### src/rtl/instr_fetch_unit_pkg.sv
// Shared definitions for the fetch stage: FSM state encoding, word width
// and the MIPS opcode constants seen by Control.
package instr_fetch_unit_pkg;

  localparam int WORD = 32;

  typedef enum logic [1:0] {
    IDLE   = 2'b00,
    FETCH  = 2'b01,
    DECODE = 2'b10
  } fetch_state_t;

  localparam logic [5:0] OP_RTYPE = 6'h00;
  localparam logic [5:0] OP_LW    = 6'h23;
  localparam logic [5:0] OP_SW    = 6'h2B;
  localparam logic [5:0] OP_BEQ   = 6'h04;
  localparam logic [5:0] OP_J     = 6'h02;

  // j keeps the 256 MB region of the following instruction
  function automatic logic [WORD-1:0] jump_target(input logic [WORD-1:0] pc_plus4,
                                                  input logic [25:0]     index);
    return {pc_plus4[31:28], index, 2'b00};
  endfunction

endpackage

### src/rtl/instr_fetch_unit_next_pc_logic.sv
// Combinational next-PC selection: jump, taken beq, or fall-through.
module next_pc_logic
  import instr_fetch_unit_pkg::*;
(
  input  logic [WORD-1:0] PCPlus4,
  input  logic [25:0]     instr_index,
  input  logic [WORD-1:0] BranchOffset,
  input  logic            Branch,
  input  logic            Zero,
  input  logic            Jump,
  output logic [WORD-1:0] next_pc
);

  always_comb begin
    next_pc = PCPlus4;
    if (Jump)
      next_pc = jump_target(PCPlus4, instr_index);
    else if (Branch && Zero)
      next_pc = PCPlus4 + (BranchOffset << 2);
  end

endmodule

### src/rtl/instr_fetch_unit.sv
// Fetch stage: holds the PC, fetches one word per req/ack handshake and
// presents it to decode until it retires; no speculation, no delay slot.
module instr_fetch_unit
  import instr_fetch_unit_pkg::*;
#(
  parameter logic [WORD-1:0] RESET_PC = 32'h0000_0000
) (
  input  logic            clk,
  input  logic            rst_n,
  input  logic            Branch,
  input  logic            Zero,
  input  logic            Jump,
  input  logic [WORD-1:0] BranchOffset,
  input  logic            Stall,
  output logic            imem_req,
  output logic [WORD-1:0] imem_addr,
  input  logic            imem_ack,
  input  logic [WORD-1:0] imem_rdata,
  output logic [WORD-1:0] Instr,
  output logic [5:0]      Op,
  output logic [WORD-1:0] PC,
  output logic [WORD-1:0] PCPlus4,
  output logic            InstrValid
);

  fetch_state_t    state, state_next;
  logic [WORD-1:0] next_pc;

  next_pc_logic u_next_pc (
    .PCPlus4      (PCPlus4),
    .instr_index  (Instr[25:0]),
    .BranchOffset (BranchOffset),
    .Branch       (Branch),
    .Zero         (Zero),
    .Jump         (Jump),
    .next_pc      (next_pc)
  );

  always_ff @(posedge clk or negedge rst_n) begin
    if (!rst_n)
      state <= IDLE;
    else
      state <= state_next;
  end

  always_comb begin
    state_next = state;
    case (state)
      IDLE:    state_next = FETCH;
      FETCH:   if (imem_ack) state_next = DECODE;
      DECODE:  if (!Stall)   state_next = FETCH;
      default: state_next = IDLE;
    endcase
  end

  // Datapath registers follow the state transitions; an ack outside FETCH
  // and a stall outside DECODE fall through the case and change nothing.
  always_ff @(posedge clk or negedge rst_n) begin
    if (!rst_n) begin
      imem_req   <= 1'b0;
      imem_addr  <= RESET_PC;
      Instr      <= '0;
      PC         <= '0;
      PCPlus4    <= '0;
      InstrValid <= 1'b0;
    end else begin
      case (state)
        IDLE: begin
          imem_req  <= 1'b1;
          imem_addr <= RESET_PC;
        end
        FETCH: begin
          if (imem_ack) begin
            Instr      <= imem_rdata;
            PC         <= imem_addr;
            PCPlus4    <= imem_addr + 32'd4;
            InstrValid <= 1'b1;
            imem_req   <= 1'b0;
          end
        end
        DECODE: begin
          if (!Stall) begin
            imem_addr  <= next_pc;
            imem_req   <= 1'b1;
            InstrValid <= 1'b0;
          end
        end
        default: begin
          imem_req   <= 1'b0;
          InstrValid <= 1'b0;
        end
      endcase
    end
  end

  always_comb begin
    Op = Instr[31:26];
  end

endmodule
### config.mk
export PLATFORM = sky130hd
export DESIGN_NAME = instr_fetch_unit
export DESIGN_NICKNAME = d
export VERILOG_FILES = /design/src/rtl/instr_fetch_unit_pkg.sv /design/src/rtl/instr_fetch_unit_next_pc_logic.sv /design/src/rtl/instr_fetch_unit.sv
export SDC_FILE = /design/constraint.sdc
export NUM_CORES = 1
export LEC_CHECK = 0
export CAP_MARGIN = 10
export CORE_MARGIN = 4
export CORE_UTILIZATION = 35
export DETAILED_ROUTE_END_ITERATION = 10
export PLACE_DENSITY = 0.69
export SLEW_MARGIN = 20
export SYNTH_ARGS = -nofsm -noshare
export SYNTH_HDL_FRONTEND = slang
export SYNTH_HIERARCHICAL = 1
export SYNTH_SLANG_ARGS = --single-unit
export TNS_END_PERCENT = 30
### constraint.sdc
create_clock -name clk -period 3.6 [get_ports clk]
set_input_delay 0.72 -clock clk [delete_from_list [all_inputs] [get_ports clk]]
set_output_delay 0.72 -clock clk [all_outputs]
set_load 0.03 [all_outputs]
==> metrics <==
status=complete, no violations; critical path class=input pin to register; Area growth syn-to-layout=37.1%; drt initial violations=385; total wire length=23,000 um; Sw Share=44.2%; Distinct cells, synth=74; worst slew pin tran=0.905 ns; post_cts resized=0; H-tree Lvls=4; Rows=53; Leak Pwr=4.46 nW; Post CTS Setup Buffer Count=0; fin crit share=94.2%; most frequent cell after synthesis=dfrtp_1; register area share after synthesis=42.6%; WP buf/inv=1; cell family with most CP delay=compound AO/OA/AOI/OAI gates; Hold Crit Class=input pin to async pin; hold slack=0.429 ns; CTS sink cnt=129; TritonCTS clock tree=done; CTS Buffer Depth=2; internal reg-to-reg setup slack=0.53 ns; Starting Density=35.8%; Synth top cells by count=dfrtp_1, nand2_1, mux2_2; Placer Congestion=0.875; Layout fillers=1,912; initial antenna violation count=0; IO buf count=204; hpwl dp=17,600 um; # hold bufs at CTS=0; Clock Power Share=17.3%; mapped cell area=7570 um^2; top cell type by total area after synthesis=dfrtp_1; fmax=0.295 GHz; CP Cell Sequence=clkdlybuf4s50_1 > ha_1 > fa_1 > a21o_2 > a221o_2 > a311oi_1 > o31ai_1 > xnor2_1 > nor2_1 > a21oi_1 > o21ai_0 > a22o_1; VDD IR-drop max=0.465 mV; CTS buffer count=17; max-cap violation count=0; die area=24,000 um^2; vias in the first global route=6,380; share of power burned in registers=29.5%; Pins Over Slew Limit=0; io pins=207; CP max-delay cell=clkdlybuf4s50_1; total overflow reported by the global router=0; Setup crit start kind=input pin; Synth Warn #=6; GRT busiest layer=met2; Switch Pwr=0.00392 W; vias=6,435; global routing met1 resource utilization=26.4%; RSZ-0062 raised after global routing=no; minimum clock period=3.39 ns; FF/Latch Area=3230 um^2; Final Power=0.00886 W; cell internal pwr=0.00495 W; crit path max fanout=4; TritonRoute pass-1 iters=4; max incr delay on CP=0.41 ns; share of the synthesized area in the top cell type=42.6%; FFs w/ async S/R, synth=100%; Worst EP arrival=3.69 ns; Die Ht=155 um; clk_lat worst skew=0.41 ns; # diodes=0; CP Data Required Time=3.90 ns; Avg Inst Size Synth=10.1 um^2; worst clock skew=0.00936 ns; Seq cells post-synth=129; met3 Resource Use GR=4.26%; first-pass GRT wire length=36,300 um; core area=21,200 um^2; vias per cell=5.23; Total Nets Final=1,046; Post-synth EDFFs=0; Die Wd=155 um; synth top area cells=dfrtp_1, mux2_2, ha_1; number of remaining DRC errors=0; main flop type after synthesis=dfrtp_1; Power Dens Cells=854 nW/um^2; Clock transition at path regs=0.06 ns; Final setup violation count=0; Synth Instances=749; met2 GRT Util=30.6%; largest net degree at the start of global routing=114; multi-input logic area=4010 um^2; Final Hold Vio Count=0; layout cells sized above 1=15.8%; Root Buffer=clkbuf_16; Worst setup EP type=register; Routed Antenna Nets=0; max_slew headroom=39.7%; Core Util, Final=49.1%; Total GRT Usage=19.2%; post-synth net total=851; DR WL/cell=18.6 um; Comb pwr share=53.2%
## metrics by stage
stage / instance area [um^2] / setup slack (ns) / cells / TNS (ns)
after global placement: 9850 / -0.202 / 1200 / -0.649
final: 10400 / 0.209 / 1231 / 0
after detailed placement: 9850 / -0.207 / 1200 / -0.781
after floorplan: 7570 / 0.481 / 749 / 0
after CTS: 10400 / 0.223 / 1231 / 0
after global routing: 10400 / 0.0126 / 1231 / 0
## sequential cells by signal, indices dropped and copies added (netlist names)
name	cells
state	2
PC	32
imem_addr	32
InstrValid	1
PCPlus4	30
Instr	32
## cells in the final DEF (no fill, tap or decap), drive strengths merged, types with 22 or more instances in the layout
cell type,n
o21ai,62
clkdlybuf4s50,202
dfrtp,129
ha,30
xnor2,31
nand2,88
a21oi,45
nor2,31
buf,26
mux2,68
a22o,36
nand3,23
clkbuf,22
## power by group through the flow
stage	Combinational (W)	Sequential (W)	Clock [W]
2_1_floorplan	0.00198	0.00344	0
3_3_place_gp	0.00467	0.00261	0
3_5_place_dp	0.00470	0.00263	0
4_1_cts	0.00473	0.00261	0.00157
5_1_grt	0.00503	0.00270	0.00165
6_report	0.00472	0.00262	0.00153
## layer usage
metal | up-vias | routed length [um]
li1 | 3108 | -
met1 | 3123 | 10300
met2 | 182 | 10900
met3 | 22 | 1320
met4 | 0 | 407
met5 | - | 0
## kinds of logic after synthesis
logic type	synth area share, %
fa+ha+maj	5.22
mux	10.8
flops	42.6
buf+inv	4.35
compound gates	17.3
simple gates	13.7
xor+xnor	6.02
## path summary, 6_finish.rpt
kind / startpoint / endpoint / cells past startpoint
worst max-delay path: BranchOffset[0] / imem_addr[20] / 12
worst min-delay path: rst_n / Instr[24] / 1
worst max register to register: PCPlus4[2] / imem_addr[20] / 11
worst min register to register: PC[23] / PC[23] / 2
max in group asynchronous: rst_n / Instr[7] / 2
min in group clk: PC[23] / PC[23] / 2
## final cells by class
type | instances | area share, %
Inverter | 9 | 0.325
Tap cell | 275 | 3.31
Sequential cell | 129 | 31.1
Multi-Input combinational cell | 558 | 38.7
Clock buffer | 21 | 4.53
Clock inverter | 10 | 0.603
Timing Repair Buffer | 229 | 21.5
## worst register-to-register path: stages, from the launching register on
cell,delay (ns)
dfrtp_1,0.41
ha_1,0.22
fa_1,0.41
a21o_2,0.24
a221o_2,0.38
a311oi_1,0.35
o31ai_1,0.19
xnor2_1,0.19
nor2_1,0.06
a21oi_1,0.20
o21ai_0,0.11
a22o_1,0.21
(Power assumes the default switching activity.)
